`src/rtl/led_status_ctrl.sv`:
```
// led_status_ctrl: multi-channel LED status driver (off / steady / shared-phase blink / numeric blink code).
// Define LED_PWM_DIM_EN to gate every lit channel with a global PWM brightness ("dim").
module led_status_ctrl #(
  parameter int unsigned N_LED       = 4,
  parameter int unsigned HALF_TICKS  = 25_000_000,
  parameter int unsigned CODE_W      = 3,
  parameter int unsigned PAUSE_TICKS = 4,
  parameter int unsigned PWM_BITS    = 4
) (
  input  logic                      clk,
  input  logic                      rst,
  input  logic [2*N_LED-1:0]        mode,
  input  logic [CODE_W*N_LED-1:0]   code,
  input  logic [PWM_BITS-1:0]       dim,
  output logic [N_LED-1:0]          led,
  output logic                      tick
);

  localparam int unsigned PRE_W  = (HALF_TICKS > 1) ? $clog2(HALF_TICKS) : 1;
  localparam int unsigned QCNT_W = (PAUSE_TICKS > 1) ? $clog2(PAUSE_TICKS) : 1;
  localparam logic [PRE_W-1:0]  PRE_LAST = PRE_W'(HALF_TICKS - 1);
  localparam logic [QCNT_W-1:0] Q_LAST   = QCNT_W'(PAUSE_TICKS - 1);

  localparam logic [1:0] M_OFF   = 2'b00;
  localparam logic [1:0] M_ON    = 2'b01;
  localparam logic [1:0] M_BLINK = 2'b10;

  typedef enum logic [1:0] {S_IDLE, S_ON, S_OFF, S_PAUSE} state_t;

  logic [PRE_W-1:0]  presc_q, presc_d;
  logic              blink_q, blink_d;
  logic              tick_d;

  logic [1:0]        mode_ch [N_LED];
  logic [CODE_W-1:0] code_ch [N_LED];

  state_t            state_q [N_LED];
  state_t            state_d [N_LED];
  logic [CODE_W-1:0] code_q  [N_LED];
  logic [CODE_W-1:0] code_d  [N_LED];
  logic [CODE_W-1:0] pcnt_q  [N_LED];
  logic [CODE_W-1:0] pcnt_d  [N_LED];
  logic [QCNT_W-1:0] qcnt_q  [N_LED];
  logic [QCNT_W-1:0] qcnt_d  [N_LED];

  logic [N_LED-1:0]  lit_d;
  logic [N_LED-1:0]  led_d;
  logic              en_c;

  // Shared timebase; tick register is high exactly while the prescaler sits at its last count.
  always_comb begin
    presc_d = (presc_q == PRE_LAST) ? '0 : presc_q + PRE_W'(1);
    tick_d  = (presc_d == PRE_LAST);
    blink_d = tick ? ~blink_q : blink_q;
  end

  always_comb begin
    for (int i = 0; i < int'(N_LED); i++) begin
      mode_ch[i] = mode[2*i +: 2];
      code_ch[i] = code[CODE_W*i +: CODE_W];
    end
  end

  // Per-channel code sequencer; leaving mode 11 aborts immediately, everything else waits for tick.
  always_comb begin
    for (int i = 0; i < int'(N_LED); i++) begin
      state_d[i] = state_q[i];
      code_d[i]  = code_q[i];
      pcnt_d[i]  = pcnt_q[i];
      qcnt_d[i]  = qcnt_q[i];
      if (mode_ch[i] != 2'b11) begin
        state_d[i] = S_IDLE;
      end else if (tick) begin
        unique case (state_q[i])
          S_IDLE: begin
            if (code_ch[i] != '0) begin
              code_d[i]  = code_ch[i];
              pcnt_d[i]  = CODE_W'(1);
              state_d[i] = S_ON;
            end
          end
          S_ON: begin
            state_d[i] = S_OFF;
          end
          S_OFF: begin
            if (pcnt_q[i] == code_q[i]) begin
              qcnt_d[i]  = '0;
              state_d[i] = S_PAUSE;
            end else begin
              pcnt_d[i]  = pcnt_q[i] + CODE_W'(1);
              state_d[i] = S_ON;
            end
          end
          S_PAUSE: begin
            if (qcnt_q[i] == Q_LAST) begin
              if (code_ch[i] != '0) begin
                code_d[i]  = code_ch[i];
                pcnt_d[i]  = CODE_W'(1);
                state_d[i] = S_ON;
              end else begin
                state_d[i] = S_IDLE;
              end
            end else begin
              qcnt_d[i] = qcnt_q[i] + QCNT_W'(1);
            end
          end
          default: state_d[i] = S_IDLE;
        endcase
      end
    end
  end

  // Drive values are taken from next-cycle state so led lines up with blink_q / state_q.
  always_comb begin
    lit_d = '0;
    for (int i = 0; i < int'(N_LED); i++) begin
      case (mode_ch[i])
        M_OFF:   lit_d[i] = 1'b0;
        M_ON:    lit_d[i] = 1'b1;
        M_BLINK: lit_d[i] = blink_d;
        default: lit_d[i] = (state_d[i] == S_ON);
      endcase
    end
  end

`ifdef LED_PWM_DIM_EN
  logic [PWM_BITS-1:0] pwm_q;

  always_ff @(posedge clk) begin
    if (rst) pwm_q <= '0;
    else     pwm_q <= pwm_q + PWM_BITS'(1);
  end

  assign en_c = (dim == {PWM_BITS{1'b1}}) || (pwm_q < dim);
`else
  logic unused_dim;
  assign unused_dim = ^dim;
  assign en_c       = 1'b1;
`endif

  assign led_d = lit_d & {N_LED{en_c}};

  always_ff @(posedge clk) begin
    if (rst) begin
      presc_q <= '0;
      blink_q <= 1'b0;
      tick    <= 1'b0;
      led     <= '0;
      for (int i = 0; i < int'(N_LED); i++) begin
        state_q[i] <= S_IDLE;
        code_q[i]  <= '0;
        pcnt_q[i]  <= '0;
        qcnt_q[i]  <= '0;
      end
    end else begin
      presc_q <= presc_d;
      blink_q <= blink_d;
      tick    <= tick_d;
      led     <= led_d;
      for (int i = 0; i < int'(N_LED); i++) begin
        state_q[i] <= state_d[i];
        code_q[i]  <= code_d[i];
        pcnt_q[i]  <= pcnt_d[i];
        qcnt_q[i]  <= qcnt_d[i];
      end
    end
  end

endmodule

```
`config.mk`:
```
export PLATFORM = sky130hd
export DESIGN_NAME = led_status_ctrl
export DESIGN_NICKNAME = d
export VERILOG_FILES = /design/src/rtl/led_status_ctrl.sv
export SDC_FILE = /design/constraint.sdc
export NUM_CORES = 1
export LEC_CHECK = 0
export ABC_AREA = 1
export BUFFER_PORTS_ARGS = -buffer_cell sky130_fd_sc_hd__buf_4
export CAP_MARGIN = 20
export CORE_ASPECT_RATIO = 1.25
export CORE_MARGIN = 5
export CORE_UTILIZATION = 45
export DETAILED_ROUTE_END_ITERATION = 7
export PLACE_DENSITY_LB_ADDON = 0.08
export SETUP_SLACK_MARGIN = 0.1
export SLEW_MARGIN = 20
export SYNTH_ARGS = -nofsm -noshare
export SYNTH_HDL_FRONTEND = slang
export SYNTH_SLANG_ARGS = --single-unit
```
`constraint.sdc`:
```
create_clock -name clk -period 2.1 [get_ports clk]
set_input_delay 0 -clock clk [delete_from_list [all_inputs] [get_ports clk]]
set_output_delay 0 -clock clk [all_outputs]
set_load 0.01 [all_outputs]
```
==> metrics.csv, run 1 <==
stage;metric;value;unit
sta;final hold violations;0;
status;outcome;finished, final reports clean;
pwr;Clk pwr share;50.5;%
cells_and_area;ant diodes;0;
clocking;CTS Buffer Depth;2;
cells_and_area;area grow syn2layout;20.30;%
critical_path;Arr. time, crit path;2060;ps
global_routing;initial antenna violation count;0;
critical_path;CP Launch Type;register;
global_routing;vias in the first global route;3899;
cells_and_area;most common cell after layout, fill and taps aside;nand2_1;
clocking;H-tree depth;3;
logic_synthesis;Yosys warnings;0;
run;number of max-cap violations;0;
clocking;# clock sinks;71;
floorplan;Initial Util;45.44;%
critical_path;crit path capture type;register;
logic_synthesis;asr flop ratio synth;0;%
global_routing;first-pass GRT wire length;17.08;mm
clocking;Skew-Pair Late Insertion Delay;330;ps
sta;Tmin final;1786;ps
logic_synthesis;Mapped Area;4124;um^2
logic_synthesis;top_reg_cell synth;dfxtp_1;
floorplan;chip height;117.0;um
sta;RSZ-0062 raised after global routing;yes;
pwr;power share of the combinational group;4.7;%
pwr;Internal;2.378;mW
logic_synthesis;Synth Register Bits;71;
critical_path;worst r2r path cells;11;
global_routing;grt total ovfl;0;
sta;clk_skew;7.215;ps
pwr;sequential power share;44.8;%
sta;final setup violation count;0;
detailed_routing;final WL;9.828;mm
placed_design;Port Buf Inserts;26;
detailed_routing;total vias in the final route;3915;
placed_design;dpl hpwl;7.326;mm
min_path;HP Class;in2reg;
detailed_routing;vias per cell;4.949;
logic_synthesis;syn_nets;664;
logic_synthesis;synthesized area per cell;6.727;um^2
critical_path;reg2reg end;tick$_SDFF_PP0_;
pwr;Peak VDD IR;472.8;uV
critical_path;CP max FO;5;
cells_and_area;fillcell total;914;
cells_and_area;layout cell share with drive strength beyond 1;10.63;%
sta;relative slew slack;70.71;%
floorplan;die width;95.63;um
cells_and_area;highest-count cells in the layout ignoring fill and taps;nand2_1, nor2_1, inv_1;
detailed_routing;initial drt markers;133;
sta;Max Fclk;0.5599;GHz
floorplan;full die area;11190;um^2
clocking;Root Buffer;clkbuf_16;
global_routing;Total Routing Usage GR;19.45;%
critical_path;Setup CP Type;reg2reg;
floorplan;CORE AREA;9076;um^2
global_routing;pin count of the biggest net entering global routing;23;
sta;crit share post-route;85.05;%
critical_path;CP endpoint;tick$_SDFF_PP0_;
detailed_routing;routed len/inst;12.42;um
pwr;Switching Share;21.83;%
logic_synthesis;post-synthesis sequential area ratio;34.47;%
logic_synthesis;Syn Inst Count;613;
logic_synthesis;Post-synth EDFFs;0;
cells_and_area;multi-input logic area;2347;um^2
cells_and_area;post-layout util;54.66;%
critical_path;critical path required time;2370;ps
sta;worst slew pin tran;435.4;ps
cells_and_area;Storage cell area;1421;um^2
detailed_routing;# DRC;0;
critical_path;r2r setup slk;310;ps
clocking;Worst-path clk slew;60;ps
clocking;CTS Buf Count;9;
sta;max-slew violations;0;
logic_synthesis;post-synthesis cell type count;31;
placed_design;gp weighted congestion;0.8944;
detailed_routing;DRT Pass-1 Iters;4;
pwr;switching power;0.6638;mW
floorplan;io pins;31;
pwr;leakage power;2.112;nW
pwr;pwr dens;613.1;nW/um^2
clocking;CTS tree;yes;
cells_and_area;nets;714;
sta;Setup TNS;0;ps
critical_path;FF-to-FF Start;presc_q[0]$_SDFF_PP0_;
critical_path;Setup crit start;presc_q[0]$_SDFF_PP0_;
detailed_routing;Detail Route Antenna Nets;0;
floorplan;Core Rows;39;
min_path;hold path depth;3;
[worst max-delay path, stage by stage (launching register included)]
cell      delay (ps)
dfxtp_1          380
ha_2             250
nand3_1          130
nor2_2           220
inv_2             70
o21bai_1         120
nand2_1           90
nor2_1           140
nand2_1           60
nor2_1           100
nand3_1           80
nor2_1            80
[what timing repair did]
action / in CTS / in global routing
hold buffers: 17 / 0
setup endpoints to repair: 0 / 16
setup buffers: 0 / 0
endpoints found under the hold margin: 15 / 0
gates resized for setup: 0 / 3
[synthesized netlist by cell type, types with 2 or more instances]
master	count	share of area, %
inv_2	3	0.27
a21oi_1	34	4.1
nor4_1	3	0.46
o211a_1	3	0.73
o21ai_0	35	4.2
nor2_1	91	8.3
ha_1	25	7.6
dfxtp_1	71	34
nor2_2	5	0.76
nand2_1	129	12
inv_1	85	7.7
a31oi_1	4	0.61
and3_1	3	0.46
clkbuf_1	6	0.55
xor2_1	12	2.5
nand3b_1	2	0.36
nor3_1	19	2.3
o21bai_1	6	1.1
nor2_4	4	1.1
nand2_2	8	1.2
nand3_1	39	4.7
xnor2_1	6	1.3
nand4_1	12	1.8
[power by group through the flow]
stage	clock network [mW]	registers [mW]	logic [mW]
detailed placement	0	1.39	0.119
floorplan	0	1.39	0.0530
global placement	0	1.39	0.117
global route	1.63	1.36	0.160
finish	1.54	1.36	0.143
CTS	1.57	1.36	0.145
[cells by family (layout without fill, tap and decap cells)]
kind of cell,Yosys count,count (layout),share of synthesized area [%]
buf+inv,96,151,8.859
xor+xnor,18,18,3.823
compound gates,85,85,11.35
simple gates,318,318,33.92
flops,71,71,34.47
fa+ha+maj,25,25,7.585
[worst min-delay path by stage]
stage             from                        end
6_report       mode[3]   state_q[1][1]$_SDFF_PP0_
5_1_grt        mode[3]   state_q[1][1]$_SDFF_PP0_
4_1_cts        mode[3]   state_q[1][1]$_SDFF_PP0_
3_5_place_dp   code[2]  code_q[0][2]$_SDFFE_PP0P_
3_3_place_gp   code[2]  code_q[0][2]$_SDFFE_PP0P_
2_1_floorplan  code[2]  code_q[0][2]$_SDFFE_PP0P_
[layer usage]
metal	part of all wire, %	vias to the layer above	global-route usage [%]
li1	-	2068	-
met1	43	1765	21.92
met2	50	59	34.79
met3	2.8	23	2.749
met4	3.6	0	10.91
met5	0	-	0
[registers in the layout, summed over array words and instances, names as in the netlist]
signal and cells:
qcnt_q 8, tick 1, code_q 12, state_q 8, blink_q 1, led 4, pcnt_q 12, presc_q 25
[area by class of cell]
class                           count  area share, %
Sequential cell                    71          28.65
Clock buffer                       11          4.893
Timing Repair Buffer               47          8.222
Tap cell                          123          3.102
Clock inverter                      5          1.160
Inverter                           88          6.658
Multi-Input combinational cell    446          47.31
[through the flow]
| stage | instances | hold slack (ps) | total power, mW | setup WS [ps] | instance area, um^2 |
|---|---|---|---|---|---|
| final | 791 | 19.29 | 3.041 | 314.0 | 4961 |
| after global routing | 791 | 38.03 | 3.157 | 64.70 | 4961 |
| after CTS | 791 | 11.79 | 3.080 | 200.0 | 4951 |
| after detailed placement | 758 | 248.6 | 1.511 | 225.8 | 4481 |
| after global placement | 758 | 236.8 | 1.509 | 249.5 | 4481 |
| after floorplan | 613 | 134.9 | 1.446 | 464.2 | 4124 |
Note: power is estimated with default switching activity, not from simulation.
==> inputs of run 2 (changes only) <==
- ABC_AREA: 1 -> default
==> metrics.csv, run 2 <==
stage;metric;value;unit
logic_synthesis;cells taking the most area after synthesis;dfxtp_1, ha_1, nor2_1, xor2_1, nor3_1;
cells_and_area;max reg flops;25;
logic_synthesis;synthesized area per cell;8.497;um^2
detailed_routing;vias per cell;5.346;
critical_path;reg2reg end;tick$_SDFF_PP0_;
critical_path;CP Launch Type;register;
clocking;CTS Buffer Depth;2;
placed_design;Setup WS pre-CTS;11.81;ps
floorplan;io pins;31;
critical_path;CP endpoint;tick$_SDFF_PP0_;
clocking;# clock sinks;71;
sta;Tmin final;1928;ps
critical_path;Arr. time, crit path;2170;ps
critical_path;critical path required time;2340;ps
sta;Setup TNS;0;ps
critical_path;crit-path max cell delay;380;ps
sta;final hold violations;0;
logic_synthesis;Post-synth EDFFs;0;
detailed_routing;total vias in the final route;3464;
global_routing;first-pass GRT wire length;15.53;mm
sta;crit share post-route;91.82;%
logic_synthesis;syn_nets;510;
cells_and_area;most common cell after layout, fill and taps aside;nor2_1;
logic_synthesis;Synth Register Bits;71;
status;outcome;finished, final reports clean;
pwr;Final Power;2.734;mW
critical_path;worst path cell trace;buf_6 -> nand4_1 -> nor4_4 -> buf_4 -> a31o_1 -> a21oi_1 -> o2111a_1 -> and4b_1;
floorplan;die width;93.27;um
logic_synthesis;Syn Inst Count;459;
critical_path;slowest CP cell;nor4_4;
critical_path;Setup crit start;presc_q[0]$_SDFF_PP0_;
critical_path;Worst path top cell family by delay;simple AND/OR/NAND/NOR gates;
critical_path;crit path capture type;register;
min_path;HP Class;in2reg;
global_routing;Total Routing Usage GR;18.20;%
sta;relative slew slack;61.56;%
detailed_routing;routed len/inst;13.95;um
pwr;pwr dens;547.5;nW/um^2
floorplan;Initial Util;45.57;%
pwr;Peak VDD IR;410.9;uV
sta;worst slew pin tran;569.2;ps
critical_path;WP depth;8;
placed_design;Port Buf Inserts;26;
placed_design;dpl hpwl;6.539;mm
logic_synthesis;Post-synth top cells;dfxtp_1, nor2_1, nand2_1, nor3_1, ha_1;
logic_synthesis;Mapped Area;3900;um^2
logic_synthesis;share of the synthesized area in the top cell type;36.45;%
floorplan;full die area;10640;um^2
detailed_routing;# DRC;0;
clocking;H-tree depth;3;
logic_synthesis;top_reg_cell synth;dfxtp_1;
pwr;leakage power;1.960;nW
detailed_routing;final WL;9.038;mm
global_routing;pin count of the biggest net entering global routing;38;
sta;final setup violation count;0;
global_routing;initial antenna violation count;0;
cells_and_area;nets;594;
run;number of max-cap violations;0;
global_routing;vias in the first global route;3492;
critical_path;CP max FO;5;
clocking;Skew-Pair Late Insertion Delay;350;ps
sta;clk_skew;10.90;ps
critical_path;FF-to-FF Start;presc_q[0]$_SDFF_PP0_;
sta;Max Fclk;0.5186;GHz
logic_synthesis;post-synth top area cell;dfxtp_1;
detailed_routing;initial drt markers;172;
logic_synthesis;Yosys warnings;0;
logic_synthesis;most common cell in the netlist;dfxtp_1;
placed_design;gp weighted congestion;0.8247;
cells_and_area;ant diodes;0;
logic_synthesis;post-synthesis cell type count;60;
critical_path;worst r2r path cells;8;
cells_and_area;layout cell share with drive strength beyond 1;20.26;%
clocking;Worst-path clk slew;80;ps
critical_path;Setup CP Type;reg2reg;
clocking;Root Buffer;clkbuf_8;
clocking;CTS Buf Count;9;
floorplan;chip height;114.1;um
logic_synthesis;post-synthesis sequential area ratio;36.45;%
global_routing;grt total ovfl;0;
cells_and_area;area grow syn2layout;28.04;%
logic_synthesis;asr flop ratio synth;0;%
cells_and_area;Biggest register;presc_q;
cells_and_area;Top Registers;presc_q x25, code_q x12, pcnt_q x12;
detailed_routing;Detail Route Antenna Nets;0;
clocking;CTS tree;yes;
sta;RSZ-0062 raised after global routing;yes;
floorplan;Core Rows;38;
detailed_routing;DRT Pass-1 Iters;4;
sta;Setup WS post-layout;171.8;ps
critical_path;r2r setup slk;170;ps
critical_path;Buf/Inv on CP;2;
sta;max-slew violations;0;
cells_and_area;highest-count cells in the layout ignoring fill and taps;nor2_1, buf_4, dfxtp_1;
floorplan;CORE AREA;8558;um^2
-- run 2: cell types whose count changed after synthesis, sizes merged, moves of 8 or more --
cell | previous run | this run
nor3 | 19 | 27
xnor2 | 6 | 15
nand2 | 137 | 35
a21oi | 34 | 21
inv | 88 | 23
mux2i | 0 | 13
xor2 | 12 | 21
o21ai | 35 | 13
nand3 | 40 | 17
nor2 | 100 | 66
-- run 2: worst min-delay path by stage --
stage | cells past startpoint | start | to
2_1_floorplan | 2 | code[9] | code_q[3][0]$_SDFFE_PP0P_
3_3_place_gp | 3 | code[1] | code_q[0][1]$_SDFFE_PP0P_
3_5_place_dp | 3 | code[3] | code_q[1][0]$_SDFFE_PP0P_
4_1_cts | 3 | mode[1] | state_q[0][1]$_SDFF_PP0_
5_1_grt | 3 | mode[1] | state_q[0][1]$_SDFF_PP0_
6_report | 3 | mode[7] | led[3]$_SDFF_PP0_
-- run 2: per-layer routing --
metal  track usage, %  up-vias  share of wire [%]
met5                0        -                  0
met4            8.407        0                2.2
met3            3.550       15                2.6
met2            31.73       41                 50
met1            21.34     1610                 45
li1                 -     1798                  -
-- run 2: power by group --
part           internal, mW  switching [mW]
Clock                 0.697           0.527
Sequential             1.35         0.00542
Combinational        0.0809          0.0725
Total                  2.13           0.605
-- run 2: final cells by class --
class	instances	area [um^2]
Inverter	23	86.33
Fill cell	777	3565
Tap cell	100	125.1
Sequential cell	71	1438
Timing Repair Buffer	86	701.9
Clock buffer	10	137.6
Clock inverter	6	83.83
Multi-Input combinational cell	352	2421
-- run 2: cells by family after synthesis --
family / share of synthesized area, %
fa+ha+maj: 8.021
mux: 4.203
xor+xnor: 8.085
flops: 36.45
compound gates: 13.76
buf+inv: 3.625
simple gates: 25.86
-- run 2: worst reg2reg max path, stage by stage (launching register included) --
cell,delay (ps)
dfxtp_2,340
buf_6,100
nand4_1,190
nor4_4,380
buf_4,190
a31o_1,140
a21oi_1,60
o2111a_1,240
and4b_1,190
-- run 2: what timing repair did --
item                                    4_1_cts  5_1_grt
pin swaps                                     2        9
resized for setup                             2       26
hold buffers                                 21        0
buffers inserted                              2        7
hold endpoints to repair                     25        0
endpoints found under the setup margin        5       11
-- run 2: stage by stage --
| step | hold WS (ps) | std cells | util [%] | instance area [um^2] |
|---|---|---|---|---|
| after global placement | 243.2 | 602 | 51.30 | 4390 |
| after global routing | 19.94 | 648 | 58.35 | 4994 |
| after detailed placement | 254.8 | 602 | 51.30 | 4390 |
| after CTS | 5.858 | 641 | 56.65 | 4848 |
| final | 19.29 | 648 | 58.35 | 4994 |
| after floorplan | 136.0 | 459 | - | 3900 |
==> inputs of run 3 (changes only) <==
- GPL_TIMING_DRIVEN: default -> 0
==> metrics.csv, run 3 (synthesized netlist as in run 2, its figures left out) <==
stage;metric;value;unit
status;outcome;finished, final reports clean;
critical_path;worst r2r path cells;8;
critical_path;Buf/Inv on CP;2;
cells_and_area;nets;575;
critical_path;CP Launch Type;register;
floorplan;chip height;114.1;um
cells_and_area;most common cell after layout, fill and taps aside;dfxtp_1;
cells_and_area;Top Registers;presc_q x25, code_q x12, pcnt_q x12;
critical_path;Worst path top cell family by delay;simple AND/OR/NAND/NOR gates;
floorplan;full die area;10640;um^2
detailed_routing;# DRC;0;
detailed_routing;initial drt markers;126;
floorplan;Core Rows;38;
clocking;CTS tree;yes;
cells_and_area;max reg flops;25;
clocking;CTS Buf Count;9;
placed_design;dpl hpwl;6.546;mm
sta;final setup violation count;0;
sta;Max Fclk;0.5006;GHz
sta;relative slew slack;57.89;%
clocking;H-tree depth;3;
detailed_routing;total vias in the final route;3438;
critical_path;reg2reg end;tick$_SDFF_PP0_;
global_routing;first-pass GRT wire length;15.45;mm
floorplan;Initial Util;45.57;%
clocking;Root Buffer;clkbuf_8;
critical_path;crit path capture type;register;
placed_design;Port Buf Inserts;26;
cells_and_area;ant diodes;0;
placed_design;# placed instances;585;
cells_and_area;non-filler cells, final;629;
floorplan;die width;93.27;um
min_path;hold path depth;4;
detailed_routing;DRT Pass-1 Iters;4;
global_routing;initial antenna violation count;0;
clocking;Skew-Pair Late Insertion Delay;360;ps
clocking;CTS Buffer Depth;2;
critical_path;critical path required time;2410;ps
sta;crit share post-route;95.11;%
sta;final hold violations;0;
critical_path;Arr. time, crit path;2300;ps
min_path;HP Class;in2reg;
pwr;Peak VDD IR;351.6;uV
min_path;end of the worst hold path;led[2]$_SDFF_PP0_;
run;number of max-cap violations;0;
critical_path;FF-to-FF Start;presc_q[7]$_SDFF_PP0_;
pwr;leakage power;1.824;nW
critical_path;r2r setup slk;100;ps
detailed_routing;final WL;9.299;mm
cells_and_area;layout cell share with drive strength beyond 1;16.64;%
sta;max-slew violations;0;
detailed_routing;Detail Route Antenna Nets;0;
pwr;Final Power;2.705;mW
detailed_routing;routed len/inst;14.78;um
global_routing;grt total ovfl;0;
floorplan;io pins;31;
placed_design;gp weighted congestion;0.8643;
pwr;pwr dens;559.4;nW/um^2
clocking;# clock sinks;71;
critical_path;worst path cell trace;buf_2 -> nand4_4 -> nor4_4 -> buf_4 -> nand2_1 -> xor2_1 -> nor4_1 -> and4b_1;
floorplan;CORE AREA;8558;um^2
clocking;Worst-path clk slew;80;ps
cells_and_area;area grow syn2layout;24.00;%
sta;RSZ-0062 raised after global routing;yes;
global_routing;vias in the first global route;3400;
detailed_routing;vias per cell;5.466;
sta;clk_skew;11.02;ps
cells_and_area;Biggest register;presc_q;
critical_path;slowest CP cell;nor4_4;
cells_and_area;highest-count cells in the layout ignoring fill and taps;dfxtp_1, nor2_1, buf_4;
sta;worst slew pin tran;630.1;ps
min_path;hold_sp;mode[4];
critical_path;crit-path max cell delay;360;ps
global_routing;pin count of the biggest net entering global routing;13;
critical_path;CP max FO;8;
global_routing;Total Routing Usage GR;18.34;%
critical_path;Setup CP Type;reg2reg;
sta;Tmin final;1997;ps
[run 3: cell count changes in the layout (fill, tap and decap cells not counted), sizes merged]
cell	previous run	this run
buf	65	41
clkbuf	10	18
clkinvlp	0	3
dlygate4sd3	21	18
clkinv	4	2
inv	23	22
[run 3: worst max-delay path by stage]
stage                      endpoint  depth (start not counted)              startpoint
global placement    tick$_SDFF_PP0_                          7   presc_q[0]$_SDFF_PP0_
CTS                 tick$_SDFF_PP0_                          7   presc_q[1]$_SDFF_PP0_
finish              tick$_SDFF_PP0_                          8   presc_q[7]$_SDFF_PP0_
floorplan           tick$_SDFF_PP0_                          7   presc_q[0]$_SDFF_PP0_
detailed placement  tick$_SDFF_PP0_                          7   presc_q[0]$_SDFF_PP0_
global route        tick$_SDFF_PP0_                          7  presc_q[13]$_SDFF_PP0_
[run 3: what timing repair did]
| action | CTS | global route |
|---|---|---|
| hold buffers | 18 | 0 |
| endpoints found under the hold margin | 21 | 0 |
| setup endpoints to repair | 32 | 43 |
| pin swaps | 2 | 5 |
| buffers inserted | 1 | 9 |
| resized for setup | 10 | 24 |
[run 3: per-stage QoR]
stage | worst slack [ps] | area, um^2 | TNS, ps | hold slack, ps | util [%]
floorplan | 120.4 | 3900 | 0 | 136.0 | -
detailed placement | -231.3 | 4220 | -1373 | 256.9 | 49.31
global placement | -227.9 | 4220 | -676.4 | 250.9 | 49.31
finish | 102.6 | 4836 | 0 | 24.06 | 56.51
global route | 4.679 | 4836 | 0 | 45.34 | 56.51
CTS | 18.31 | 4668 | 0 | 15.87 | 54.55
[run 3: layer usage]
layer,routed length [um],GRT usage (%),up-vias
met1,3980,20.85,1603
met5,0,0,-
met4,206,9.775,0
met3,283,2.959,17
li1,-,-,1763
met2,4828,32.54,55
[run 3: tightest hold or removal path: stages]
cell     delay (ps)
buf_4           100
a21oi_1          60
o21a_1          100
nor2_1           90
[run 3: power by group]
part | internal [mW] | switching (mW)
registers | 1.35 | 0.00755
logic | 0.0717 | 0.0740
clock network | 0.665 | 0.534
total | 2.09 | 0.615
[run 3: final cells by class]
class,count,area (um^2)
plain buffers,13,62.56
clock buffers,10,127.6
clock inverters,6,85.08
fillers,818,3722
inverters,23,90.09
multi-input cells,352,2470
flip-flops and latches,71,1425
well taps,100,125.1
repair buffers,54,450.4
